--- src/rtl/vec_cond_pkg.sv ---
// Shared types and constants for the vector conditional-execution unit:
// condition codes, branch opcodes, reduction modes and flush FSM states.
package vec_cond_pkg;

  typedef enum logic [3:0] {
    COND_AL = 4'd0,
    COND_EQ = 4'd1,
    COND_NE = 4'd2,
    COND_LT = 4'd3,
    COND_GE = 4'd4,
    COND_GT = 4'd5,
    COND_LE = 4'd6,
    COND_NV = 4'd7
  } cond_e;

  localparam logic [3:0] OP_BR   = 4'b1000;
  localparam logic [3:0] OP_BCND = 4'b1001;

  localparam int BR_LANE0 = 0;
  localparam int BR_ALL   = 1;
  localparam int BR_ANY   = 2;

  typedef enum logic {
    IDLE  = 1'b0,
    FLUSH = 1'b1
  } state_e;

endpackage

--- src/rtl/vec_cond_logic_if.sv ---
// Execute-stage bundle between the pipeline and the conditional-execution unit.
// master drives decoder/ALU results, slave returns predicated enables and branch.
interface vec_cond_logic_if #(
  parameter int LANES = 4
);
  logic             stall_i;
  logic [LANES-1:0] lane_en_i;
  logic             flag_update_i;
  logic [LANES-1:0] alu_zero_i;
  logic [LANES-1:0] alu_neg_i;
  logic [3:0]       opcode_i;
  logic [3:0]       cond_i;
  logic             pcs_i;
  logic             reg_w_i;
  logic             mem_w_i;
  logic             pc_src_o;
  logic             post_alu_mux_sel_o;
  logic [LANES-1:0] reg_write_o;
  logic [LANES-1:0] mem_write_o;
  logic             flush_o;
  logic [LANES-1:0] zero_flags_o;
  logic [LANES-1:0] neg_flags_o;

  modport master (
    output stall_i, lane_en_i, flag_update_i, alu_zero_i, alu_neg_i,
           opcode_i, cond_i, pcs_i, reg_w_i, mem_w_i,
    input  pc_src_o, post_alu_mux_sel_o, reg_write_o, mem_write_o,
           flush_o, zero_flags_o, neg_flags_o
  );

  modport slave (
    input  stall_i, lane_en_i, flag_update_i, alu_zero_i, alu_neg_i,
           opcode_i, cond_i, pcs_i, reg_w_i, mem_w_i,
    output pc_src_o, post_alu_mux_sel_o, reg_write_o, mem_write_o,
           flush_o, zero_flags_o, neg_flags_o
  );
endinterface

--- src/rtl/vec_cond_logic_eval.sv ---
// Single-lane condition evaluator: maps a 4-bit condition code and the lane's
// registered Z/N flags to a true/false result.
module vec_cond_eval
  import vec_cond_pkg::*;
(
  input  logic [3:0] cond,
  input  logic       z,
  input  logic       n,
  output logic       cond_true
);

  always_comb begin
    cond_true = 1'b0;
    case (cond)
      COND_AL: cond_true = 1'b1;
      COND_EQ: cond_true = z;
      COND_NE: cond_true = ~z;
      COND_LT: cond_true = n;
      COND_GE: cond_true = ~n;
      COND_GT: cond_true = ~z & ~n;
      COND_LE: cond_true = z | n;
      default: cond_true = 1'b0;  // 7..15 never execute
    endcase
  end

endmodule

--- src/rtl/vec_cond_logic.sv ---
// Per-lane predication and branch resolution: registered flags, lane reduction
// for conditional branches, and a flush FSM that blanks the wrong path.
module vec_cond_logic
  import vec_cond_pkg::*;
#(
  parameter int LANES        = 4,
  parameter int FLUSH_CYCLES = 2,
  parameter int BR_REDUCE    = 0
) (
  input  logic              clk,
  input  logic              reset,
  vec_cond_logic_if.slave   bus
);

  localparam int CNT_W = (FLUSH_CYCLES > 1) ? $clog2(FLUSH_CYCLES) : 1;

  logic [LANES-1:0] zero_reg, zero_next;
  logic [LANES-1:0] neg_reg, neg_next;
  logic [LANES-1:0] cond_true;
  logic [LANES-1:0] pred;
  logic             br_red;
  logic             br_cond;
  logic             flush;
  logic             pc_src;
  logic             flag_we;
  state_e           state_reg, state_next;
  logic [CNT_W-1:0] cnt_reg, cnt_next;

  for (genvar gi = 0; gi < LANES; gi++) begin : g_lane
    vec_cond_eval u_eval (
      .cond      (bus.cond_i),
      .z         (zero_reg[gi]),
      .n         (neg_reg[gi]),
      .cond_true (cond_true[gi])
    );
  end

  assign pred = cond_true & bus.lane_en_i;

  // An all-lanes branch with no active lanes is deliberately not taken.
  always_comb begin
    br_red = 1'b0;
    case (BR_REDUCE)
      BR_ALL:  br_red = (bus.lane_en_i != '0) && (pred == bus.lane_en_i);
      BR_ANY:  br_red = |pred;
      default: br_red = pred[0];
    endcase
  end

  always_comb begin
    br_cond = 1'b0;
    if (bus.opcode_i == OP_BR)
      br_cond = 1'b1;
    else if (bus.opcode_i == OP_BCND)
      br_cond = br_red;
  end

  assign flush  = (state_reg == FLUSH);
  assign pc_src = bus.pcs_i & br_cond & ~flush;

  assign bus.pc_src_o           = pc_src;
  assign bus.post_alu_mux_sel_o = pc_src & (bus.opcode_i == OP_BCND);
  assign bus.reg_write_o        = {LANES{bus.reg_w_i & ~flush}} & pred;
  assign bus.mem_write_o        = {LANES{bus.mem_w_i & ~flush}} & pred;
  assign bus.flush_o            = flush;
  assign bus.zero_flags_o       = zero_reg;
  assign bus.neg_flags_o        = neg_reg;

  assign flag_we = bus.flag_update_i & ~bus.stall_i & ~flush;

  always_comb begin
    zero_next = zero_reg;
    neg_next  = neg_reg;
    if (flag_we) begin
      zero_next = (zero_reg & ~bus.lane_en_i) | (bus.alu_zero_i & bus.lane_en_i);
      neg_next  = (neg_reg  & ~bus.lane_en_i) | (bus.alu_neg_i  & bus.lane_en_i);
    end
  end

  // Counter holds remaining flush cycles minus one; stalls freeze it.
  always_comb begin
    state_next = state_reg;
    cnt_next   = cnt_reg;
    case (state_reg)
      IDLE: begin
        if (pc_src && !bus.stall_i && (FLUSH_CYCLES > 0)) begin
          state_next = FLUSH;
          cnt_next   = CNT_W'(FLUSH_CYCLES - 1);
        end
      end
      FLUSH: begin
        if (!bus.stall_i) begin
          if (cnt_reg == '0)
            state_next = IDLE;
          else
            cnt_next = cnt_reg - CNT_W'(1);
        end
      end
      default: state_next = IDLE;
    endcase
  end

  always_ff @(posedge clk) begin
    if (reset) begin
      zero_reg  <= '0;
      neg_reg   <= '0;
      state_reg <= IDLE;
      cnt_reg   <= '0;
    end else begin
      zero_reg  <= zero_next;
      neg_reg   <= neg_next;
      state_reg <= state_next;
      cnt_reg   <= cnt_next;
    end
  end

endmodule

--- src/flat_wrapper.sv ---
// flat-port wrapper written by rule: the top's interface ports become plain ports
module vec_cond_logic_flat import vec_cond_pkg::*;
#(
  parameter int LANES        = 4,
  parameter int FLUSH_CYCLES = 2,
  parameter int BR_REDUCE    = 0
)
  (clk, reset, bus_stall_i, bus_lane_en_i, bus_flag_update_i, bus_alu_zero_i, bus_alu_neg_i, bus_opcode_i, bus_cond_i, bus_pcs_i, bus_reg_w_i, bus_mem_w_i, bus_pc_src_o, bus_post_alu_mux_sel_o, bus_reg_write_o, bus_mem_write_o, bus_flush_o, bus_zero_flags_o, bus_neg_flags_o);
  vec_cond_logic_if #(.LANES(LANES)) bus_i ();
  input  logic clk;
  input  logic reset;
  input wire logic [$bits(bus_i.stall_i)-1:0] bus_stall_i;
  input wire logic [$bits(bus_i.lane_en_i)-1:0] bus_lane_en_i;
  input wire logic [$bits(bus_i.flag_update_i)-1:0] bus_flag_update_i;
  input wire logic [$bits(bus_i.alu_zero_i)-1:0] bus_alu_zero_i;
  input wire logic [$bits(bus_i.alu_neg_i)-1:0] bus_alu_neg_i;
  input wire logic [$bits(bus_i.opcode_i)-1:0] bus_opcode_i;
  input wire logic [$bits(bus_i.cond_i)-1:0] bus_cond_i;
  input wire logic [$bits(bus_i.pcs_i)-1:0] bus_pcs_i;
  input wire logic [$bits(bus_i.reg_w_i)-1:0] bus_reg_w_i;
  input wire logic [$bits(bus_i.mem_w_i)-1:0] bus_mem_w_i;
  output wire logic [$bits(bus_i.pc_src_o)-1:0] bus_pc_src_o;
  output wire logic [$bits(bus_i.post_alu_mux_sel_o)-1:0] bus_post_alu_mux_sel_o;
  output wire logic [$bits(bus_i.reg_write_o)-1:0] bus_reg_write_o;
  output wire logic [$bits(bus_i.mem_write_o)-1:0] bus_mem_write_o;
  output wire logic [$bits(bus_i.flush_o)-1:0] bus_flush_o;
  output wire logic [$bits(bus_i.zero_flags_o)-1:0] bus_zero_flags_o;
  output wire logic [$bits(bus_i.neg_flags_o)-1:0] bus_neg_flags_o;
  assign bus_i.stall_i = bus_stall_i;
  assign bus_i.lane_en_i = bus_lane_en_i;
  assign bus_i.flag_update_i = bus_flag_update_i;
  assign bus_i.alu_zero_i = bus_alu_zero_i;
  assign bus_i.alu_neg_i = bus_alu_neg_i;
  assign bus_i.opcode_i = bus_opcode_i;
  assign bus_i.cond_i = bus_cond_i;
  assign bus_i.pcs_i = bus_pcs_i;
  assign bus_i.reg_w_i = bus_reg_w_i;
  assign bus_i.mem_w_i = bus_mem_w_i;
  assign bus_pc_src_o = bus_i.pc_src_o;
  assign bus_post_alu_mux_sel_o = bus_i.post_alu_mux_sel_o;
  assign bus_reg_write_o = bus_i.reg_write_o;
  assign bus_mem_write_o = bus_i.mem_write_o;
  assign bus_flush_o = bus_i.flush_o;
  assign bus_zero_flags_o = bus_i.zero_flags_o;
  assign bus_neg_flags_o = bus_i.neg_flags_o;
  vec_cond_logic #(.LANES(LANES), .FLUSH_CYCLES(FLUSH_CYCLES), .BR_REDUCE(BR_REDUCE)) u_core (.clk(clk), .reset(reset), .bus(bus_i));
endmodule
--- config.mk ---
export PLATFORM = sky130hd
export DESIGN_NAME = vec_cond_logic_flat
export DESIGN_NICKNAME = d
export VERILOG_FILES = /design/src/rtl/vec_cond_pkg.sv /design/src/rtl/vec_cond_logic_if.sv /design/src/rtl/vec_cond_logic_eval.sv /design/src/rtl/vec_cond_logic.sv /design/src/flat_wrapper.sv
export SDC_FILE = /design/constraint.sdc
export NUM_CORES = 1
export LEC_CHECK = 0
export BUFFER_PORTS_ARGS = -buffer_cell sky130_fd_sc_hd__buf_2
export CELL_PAD_IN_SITES_DETAIL_PLACEMENT = 0
export CELL_PAD_IN_SITES_GLOBAL_PLACEMENT = 1
export CORE_MARGIN = 3
export CORE_UTILIZATION = 30
export DETAILED_ROUTE_END_ITERATION = 8
export PLACE_DENSITY = 0.89
export SETUP_SLACK_MARGIN = 0.5
export SYNTH_ARGS = -nofsm -noshare
export SYNTH_HDL_FRONTEND = slang
export SYNTH_SLANG_ARGS = --single-unit
--- constraint.sdc ---
create_clock -name clk -period 1.85 [get_ports clk]
set_clock_uncertainty 0.05 [all_clocks]
set_input_delay 0.37 -clock clk [delete_from_list [all_inputs] [get_ports clk]]
set_output_delay 0.37 -clock clk [all_outputs]
set_load 0.01 [all_outputs]
==> results of run 1 <==
kinds of logic after synthesis:
group / count (synthesis)
and+or+nand+nor: 49
AOI/OAI and AO/OA: 28
buffers and inverters: 21
DFF: 10
muxes: 5
placed cells by master (no fill, tap or decap), types with 2 or more instances in the layout:
| cell type | instances |
|---|---|
| a211o_1 | 2 |
| a21oi_1 | 8 |
| and3b_1 | 2 |
| buf_2 | 41 |
| buf_4 | 9 |
| buf_6 | 5 |
| clkbuf_4 | 3 |
| dfxtp_1 | 6 |
| dfxtp_2 | 2 |
| dfxtp_4 | 2 |
| inv_1 | 8 |
| mux2_4 | 3 |
| nand2_1 | 16 |
| nand3_1 | 11 |
| nor2_1 | 4 |
| nor3_2 | 6 |
| nor3b_1 | 2 |
| o211ai_1 | 2 |
| o21ai_2 | 6 |
final cells by class:
class	instances	share of cell area, %
inverter	8	2.27
multi-input combinational	82	48.1
sequential	10	15.9
tap	30	2.83
clock buffer	4	2.74
timing repair buffer	57	28.2
routing by layer:
layer	part of all wire, %	vias to the layer above	wire length [um]
met5	0	-	0
met4	3.0	0	85
met3	5.3	16	153
met2	51	44	1470
met1	40	479	1160
li1	-	497	-
critical path, delay by kind of cell:
kind                   cells  cell delay [ns]
AOI/OAI and AO/OA          3             0.56
buffers and inverters      2             0.23
muxes                      1             0.32
metrics by stage:
step | cells | hold WS [ns] | worst slack [ns] | total power, W | util [%]
after global placement | 182 | 0.424 | -0.0555 | 0.000404 | 44.3
final | 191 | 0.295 | -0.0401 | 0.000638 | 50.7
after floorplan | 113 | 0.408 | 0.179 | 0.000346 | -
after detailed placement | 182 | 0.447 | -0.0773 | 0.000411 | 44.3
after global routing | 191 | 0.296 | -0.114 | 0.000670 | 50.7
after CTS | 190 | 0.291 | -0.0680 | 0.000629 | 49.1
timing repair:
action / CTS / global route
gates cloned: 0 / 1
pin swaps: 9 / 9
endpoints found under the setup margin: 10 / 13
buffers inserted: 4 / 0
gates resized for setup: 14 / 7
power groups by stage:
stage | combinational, W | clock, W | sequential (W)
after floorplan | 0.000113 | 0 | 0.000233
after global placement | 0.000170 | 0 | 0.000234
after detailed placement | 0.000176 | 0 | 0.000235
after CTS | 0.000195 | 0.000206 | 0.000228
after global routing | 0.000223 | 0.000217 | 0.000230
final | 0.000207 | 0.000202 | 0.000229
worst paths after layout:
| kind | start | to | slack (ns) | cells after the start |
|---|---|---|---|---|
| max | bus_cond_i[2] | bus_pc_src_o | -0.04 | 6 |
| min | bus_alu_zero_i[3] | register | 0.30 | 3 |
| max reg2reg | register | u_core.cnt_reg$_SDFFE_PP0P_ | 0.44 | 5 |
| min reg2reg | register | register | 0.44 | 2 |
==> impl_metrics.yaml, run 1 <==
grt:
  grt_max_degree: 15
  grt_pass1_wl_um: 4630
  grt_use_met1_pct: 17.9
  use_met2_pct: 30.9
  grt_pass1_vias: 1124
  grt_remaining_overflow: 0
  grt-busiest-layer: "met2"
  grt_use_total_pct: 16.8
  use_met3_pct: 3.89
  antenna_found_initial: 0
synthesis:
  synth_top_cell_area_share_pct: 22.9
  yosysWarnings: 0
  synth-edff-count: 0
  synthMuxAreaShare_pct: 6.58
  ys_seq_area_share_pct: 22.9
  synthFlopType: "dfxtp_1"
  synthTopCellsByCount: "nand2_1, nand3_1, dfxtp_1"
  synth_cell_types: 37
  syn_nets: 140
  yosys.area_share.simple_pct: 29.2
  yosys.area.top_type: "dfxtp_1"
  synth.most_common_cell: "nand2_1"
  yosys-top-cells-area: "dfxtp_1, buf_4, nand3_1, nand2_1, a21oi_1"
  synth_top_family_by_area: "simple AND/OR/NAND/NOR gates"
  synth-seq-cells: 10
  synth_xor_area_share_pct: 0
  synth_compound_area_share_pct: 27.0
  synth_fa_ha_area_share_pct: 0
  syn_area_um2: 875
  syn_area_per_cell_um2: 7.74
  netlist_instances: 113
  async_flop_share_pct: 0
die:
  die_area_mm2: 0.00360
  die_w_um: 60.0
  die_y_um: 60.0
  rows: 18
  core_area_mm2: 0.00261
  io_pins: 46
  initial_core_util_pct: 33.5
clock_tree:
  cts_inserted_buffers: 3
  clock_sinks: 10
  clock_path_buffers: 2
  cts_hold_buf: 0
  tritoncts: "built"
  htree_levels: 1
  cts_root_buf: "clkbuf_4"
  insertion_delay_ns: 0.26
  path_clk_slew_ns: 0.08
pwr:
  power_frac_clock_pct: 31.7
  p_int_w: 0.000442
  p_comb_share_pct: 32.5
  ir_drop_mv: 0.298
  p_sw_w: 0.000196
  seq_power_share_pct: 35.9
  p_per_area_mw_per_mm2: 481
  power.leakage_nw: 0.623
  p_sw_share_pct: 30.7
setup_path:
  critPathRequiredTime_ns: 1.43
  max_stage_delay_ns: 0.32
  critPathArrivalTime_ns: 1.47
  crit_type: "input port to output pin"
  cp-start-kind: "input port"
  worstPathCellList: "buf_6 > mux2_4 > a221oi_4 > o21ai_2 > a21boi_2 > buf_2"
  end_kind: "output pin"
  cp_max_fo: 3
  critPathSlowestCell: "mux2_4"
detailed_routing:
  wl_per_cell_um: 15.1
  vias_per_cell: 5.42
  vias: 1036
  antenna_left: 0
  first_pass_iters: 4
  drc: 0
  wl_um: 2880
  drt_iter0_drc: 22
run_status:
  status: "complete, but fails checks"
  violations: "negative setup slack"
timing:
  clock.fmax_mhz: 529
  period_share_pct: 102
  tightestPinTransition_ns: 0.278
  final-hold-violation-count: 0
  setup_ws_ns: -0.0401
  final.min_clock_period_ns: 1.89
  drv_slew: 0
  rsz0062_at_grt: "true"
  finalSetupViolCount: 7
  timing.setup.tns_ns: -0.153
  slew_headroom_pct: 81.5
placed_design:
  placedInstanceArea_mm2: 0.00116
  gp_congestion: 0.748
  post-dp-hpwl_um: 2110
  numPortBuffers: 45
final_layout:
  multi_input_area_um2: 637
  fill_cells: 248
  finalInstanceArea_mm2: 0.00133
  final_layout_size_suffix_gt1_share_pct: 57.1
  syn_to_final_growth_pct: 51.5
  num_antenna_cells: 0
  fin_nets: 189
  regArea_um2: 210
run:
  maxCapViolCount: 0
worst_hold_path:
  holdCritPathClass: "input port to register"
Note: power is estimated with default switching activity, not from simulation.
==> inputs of run 2 (changes only) <==
Settings changed: CORE_UTILIZATION 30 to 29, PLACE_DENSITY 0.89 to 0.88, SYNTH_HIERARCHICAL from default to 1.
==> run 2 against run 1 <==
Net effect: the run still ends with negative setup slack left; cell count fell by 3.7%; clock power shrank 29%; setup slack better by 0.013 ns; critical endpoint unchanged; highest routed layer unchanged.
==> impl_metrics.yaml, run 2 <==
die:
  initial_core_util_pct: 31.5
  core_area_mm2: 0.00254
  rows: 18
  die_w_um: 58.6
  die_area_mm2: 0.00343
  io_pins: 46
  die_y_um: 58.6
setup_path:
  cp_top_family: "compound AO/OA/AOI/OAI gates"
  end_kind: "output pin"
  cp_max_fo: 4
  crit_type: "register to output pin"
  critPathSlowestCell: "dfxtp_2"
  worstPathCellList: "nor4bb_4 > a311oi_2 > o211a_1 > nand2_2 > a21oi_2 > buf_2"
  critPathArrivalTime_ns: 1.46
  max_stage_delay_ns: 0.32
  cp-start-kind: "register"
  critPathRequiredTime_ns: 1.43
  cp.buffers_inverters: 1
synthesis:
  synth_cell_types: 21
  synthFlopType: "dfxtp_1"
  synth.most_common_cell: "nor2_1"
  netlist_instances: 97
  syn_nets: 124
  synth-edff-count: 0
  yosys.area.top_type: "dfxtp_1"
  synth-seq-cells: 10
  ys_seq_area_share_pct: 25.0
  synthTopCellsByCount: "nor2_1, mux2i_1, dfxtp_1"
  yosys-top-cells-area: "dfxtp_1, mux2i_1, nor2_1, and4bb_2, nor4bb_1"
  syn_area_um2: 802
  yosysWarnings: 6
  async_flop_share_pct: 0
  syn_area_per_cell_um2: 8.27
  synth_top_cell_area_share_pct: 25.0
clock_tree:
  clock_path_buffers: 2
  htree_levels: 1
  insertion_delay_ns: 0.25
  cts_root_buf: "clkbuf_4"
  cts_hold_buf: 0
  clock_sinks: 10
  cts_inserted_buffers: 3
  tritoncts: "built"
  path_clk_slew_ns: 0.06
run:
  maxCapViolCount: 0
timing:
  slew_headroom_pct: 81.6
  finalSetupViolCount: 7
  hold_ws_ns: 0.301
  final-hold-violation-count: 0
  final.min_clock_period_ns: 1.88
  period_share_pct: 101
  timing.setup.tns_ns: -0.0774
  clock.fmax_mhz: 533
  drv_slew: 0
  rsz0062_at_grt: "true"
  tightestPinTransition_ns: 0.273
  setup_ws_ns: -0.0273
detailed_routing:
  vias_per_cell: 5.22
  vias: 961
  wl_um: 2530
  antenna_left: 0
  drc: 0
  wl_per_cell_um: 13.7
  drt_iter0_drc: 9
  first_pass_iters: 4
pwr:
  power.leakage_nw: 0.611
  ir_drop_mv: 0.279
  p_per_area_mw_per_mm2: 416
grt:
  grt_use_total_pct: 15.2
  grt_max_degree: 21
  grt_pass1_wl_um: 4020
  grt_pass1_vias: 912
  antenna_found_initial: 0
  grt_remaining_overflow: 0
final_layout:
  layout_commonest_cell: "buf_2"
  utilization_pct: 52.7
  final_cell_mix: "buf_2, mux2i_1, buf_6, nor2_1, nor2_2"
  num_antenna_cells: 0
  syn_to_final_growth_pct: 67.2
  fin_nets: 183
  final_layout_size_suffix_gt1_share_pct: 64.3
placed_design:
  post-dp-hpwl_um: 1780
  dp_slack_ns: -0.207
  gp_congestion: 0.752
  numPortBuffers: 45
worst_hold_path:
  holdCritPathClass: "input port to register"
  worstHoldStart: "bus_alu_neg_i[0]"
run_status:
  violations: "negative setup slack"
  status: "complete, but fails checks"
run 2: cell count changes in the layout (fill, tap and decap cells not counted), sizes merged, moves of 5 or more:
cell   change
inv        -7
mux2i     +10
a21oi      -5
nand3     -11
nand2      -9
nor2      +12
nor3       -6
run 2: timing repair:
| action | in CTS | in global routing |
|---|---|---|
| setup buffers | 9 | 0 |
| gates resized for setup | 24 | 5 |
| pin swaps | 19 | 8 |
| setup endpoints to repair | 12 | 14 |
| cloned | 0 | 0 |
run 2: cell type report:
cell class	count	area [um^2]
clock buffers	3	22.5
fillers	254	1200
inverters	1	3.75
multi-input cells	85	709
flip-flops and latches	10	221
well taps	30	37.5
repair buffers	55	347
run 2: kinds of logic after synthesis:
family / share of synthesized area (%)
flops: 25.0
mux: 15.0
buf+inv: 0.935
simple gates: 39.0
compound gates: 20.1
run 2: through the flow:
step	std cells	power [W]	instance area [um^2]
2_1_floorplan	97	0.000319	868
3_3_place_gp	172	0.000387	1130
3_5_place_dp	172	0.000393	1130
4_1_cts	184	0.000560	1320
5_1_grt	184	0.000591	1340
6_report	184	0.000558	1340
run 2: layer usage:
metal / wire length [um] / part of all wire, % / track usage (%) / vias to the layer above
li1: - / - / - / 486
met4: 34 / 1.3 / 6.15 / 0
met5: 0 / 0 / 0 / -
met2: 1250 / 50 / 24.7 / 29
met1: 1120 / 44 / 19.8 / 442
met3: 123 / 4.9 / 2.63 / 4
run 2: final timing paths:
path,slack [ns],cells after the start,to
max,-0.03,6,bus_pc_src_o
min,0.30,3,register
max reg2reg,0.21,6,u_core/bus.flush_o$_SDFF_PP0_
min reg2reg,0.46,2,u_core/cnt_reg$_SDFFE_PP0P_
run 2: report_power, final:
group          switching (W)  internal, W
combinational      0.0000880    0.0000988
sequential        0.00000801     0.000218
clock              0.0000695    0.0000749
run 2: tightest hold or removal path, stage by stage:
cell and delay (ns):
buf_2 0.07, mux2i_1 0.05, nor2_1 0.07
==> inputs of run 3 (changes only) <==
Settings changed: ABC_AREA from default to 1, CORE_MARGIN 3 to 8, CORE_UTILIZATION 29 to 27.
==> run 3 against run 2 <==
Net effect: the flow now finishes without violations; sequential power is essentially flat; non-clock buffer count shrank 2; cell area shrank 1.8%; cell count grew 37%; wire length grew 8.4%; synthesized cell count grew 57%; largest cell class unchanged; highest routed layer unchanged.
==> impl_metrics.yaml, run 3 <==
synthesis:
  syn_area_um2: 846
  syn_area_per_cell_um2: 5.56
  synth_compound_area_share_pct: 10.7
  synthTopCellsByCount: "nand2_1, inv_1, nand3_1"
  yosys.area_share.simple_pct: 50.0
  async_flop_share_pct: 0
  synthFlopType: "dfxtp_1"
  synth_top_cell_area_share_pct: 25.7
  yosys.area.top_type: "nand2_1"
  ys_seq_area_share_pct: 23.7
  synthMuxAreaShare_pct: 0
  synth_cell_types: 14
  synth.most_common_cell: "nand2_1"
  yosys-top-cells-area: "nand2_1, dfxtp_1, inv_1, a21oi_2, nand3_1"
  synth-edff-count: 0
  synth_top_family_by_area: "simple AND/OR/NAND/NOR gates"
  netlist_instances: 152
  syn_nets: 179
  yosysWarnings: 6
  synth_fa_ha_area_share_pct: 0
  synth-seq-cells: 10
  synth_xor_area_share_pct: 0
clock_tree:
  cts_hold_buf: 0
  htree_levels: 1
  clock_path_buffers: 2
  cts_root_buf: "clkbuf_4"
  cts_inserted_buffers: 3
  path_clk_slew_ns: 0.08
  clock_sinks: 10
  tritoncts: "built"
  insertion_delay_ns: 0.27
final_layout:
  multi_input_area_um2: 577
  fin_nets: 236
  syn_to_final_growth_pct: 55.8
  final_cell_mix: "nand2_1, buf_2, inv_1"
  num_antenna_cells: 0
  utilization_pct: 43.5
  layout_commonest_cell: "nand2_1"
  regArea_um2: 213
  fill_cells: 367
  final_layout_size_suffix_gt1_share_pct: 50.5
die:
  initial_core_util_pct: 27.9
  core_area_mm2: 0.00303
  die_area_mm2: 0.00518
  rows: 20
  die_w_um: 72.0
  die_y_um: 72.0
  io_pins: 46
grt:
  grt_pass1_vias: 1090
  grt_use_total_pct: 11.5
  antenna_found_initial: 0
  grt_remaining_overflow: 0
  grt_pass1_wl_um: 4770
  grt_max_degree: 13
timing:
  setup_ws_ns: 0.0456
  final.min_clock_period_ns: 1.80
  rsz0062_at_grt: "true"
  finalSetupViolCount: 0
  slew_headroom_pct: 79.8
  drv_slew: 0
  tightestPinTransition_ns: 0.303
  period_share_pct: 97.5
  final-hold-violation-count: 0
  clock.fmax_mhz: 554
detailed_routing:
  vias: 1068
  drt_iter0_drc: 24
  wl_um: 2740
  first_pass_iters: 4
  wl_per_cell_um: 10.9
  antenna_left: 0
  vias_per_cell: 4.24
  drc: 0
run:
  maxCapViolCount: 0
placed_design:
  post-dp-hpwl_um: 2220
  gp_congestion: 0.798
  numPortBuffers: 45
  dp_slack_ns: -0.00248
setup_path:
  end_kind: "output pin"
  cp_max_fo: 4
  critPathRequiredTime_ns: 1.43
  critPathArrivalTime_ns: 1.38
  cp-start-kind: "register"
  crit_type: "register to output pin"
pwr:
  p_per_area_mw_per_mm2: 462
  ir_drop_mv: 0.334
  power.leakage_nw: 0.718
worst_hold_path:
  holdCritPathClass: "input port to register"
run_status:
  status: "complete, no violations"
## run 3: final timing paths
check | start | endpoint | slack (ns) | cells past startpoint
hold / removal | bus_alu_zero_i[3] | register | 0.30 | 3
setup / recovery | register | bus_post_alu_mux_sel_o | 0.05 | 11
hold reg to reg | register | register | 0.45 | 2
setup reg to reg | register | u_core/bus.flush_o$_SDFF_PP0_ | 0.54 | 11
## run 3: logic make-up (layout without fill, tap and decap cells)
| family | count (synthesis) | in the layout |
|---|---|---|
| DFF | 10 | 10 |
| and+or+nand+nor | 95 | 95 |
| AOI/OAI and AO/OA | 12 | 12 |
| buffers and inverters | 35 | 91 |
## run 3: final cells by class
cell class	instances	area share [%]
multi-input combinational	107	43.8
timing repair buffer	53	23.5
sequential	10	16.1
inverter	34	9.69
tap	44	4.18
clock buffer	4	2.75
## run 3: worst max-delay path: stages (launching register included)
cell	delay, ns
dfxtp_2	0.36
inv_2	0.05
nand2_1	0.06
nand3_1	0.06
nand3_1	0.08
nand2_1	0.05
inv_1	0.06
nand2_2	0.07
nand2_2	0.07
nand2_2	0.06
nor2_2	0.07
buf_2	0.13
## run 3: per-layer routing
| layer | global-route usage (%) | up-vias | part of all wire (%) |
|---|---|---|---|
| li1 | - | 575 | - |
| met1 | 13.3 | 457 | 48 |
| met2 | 17.9 | 34 | 43 |
| met5 | 0 | - | 0 |
| met3 | 5.65 | 2 | 9.4 |
| met4 | 4.08 | 0 | 0.44 |
## run 3: what timing repair did
action | in CTS | in global routing
pin swaps | 9 | 5
endpoints found under the setup margin | 10 | 12
setup buffers | 7 | 0
resized for setup | 11 | 5
## run 3: power by group
part / internal [W] / switching (W) / total, W / leakage (nW)
logic: 0.0000751 / 0.000102 / 0.000177 / 0.612
clock network: 0.000120 / 0.0000849 / 0.000204 / 0.0210
registers: 0.000221 / 0.00000586 / 0.000227 / 0.0852
## run 3: stage by stage
stage | setup TNS, ns | instances | hold WS (ns) | total power (W) | area (um^2)
after global placement | 0 | 241 | 0.412 | 0.000394 | 1190
after detailed placement | -0.00248 | 241 | 0.419 | 0.000395 | 1190
after floorplan | 0 | 152 | 0.401 | 0.000323 | 893
after global routing | -0.158 | 252 | 0.291 | 0.000651 | 1320
after CTS | 0 | 252 | 0.285 | 0.000615 | 1300
final | 0 | 252 | 0.295 | 0.000609 | 1320
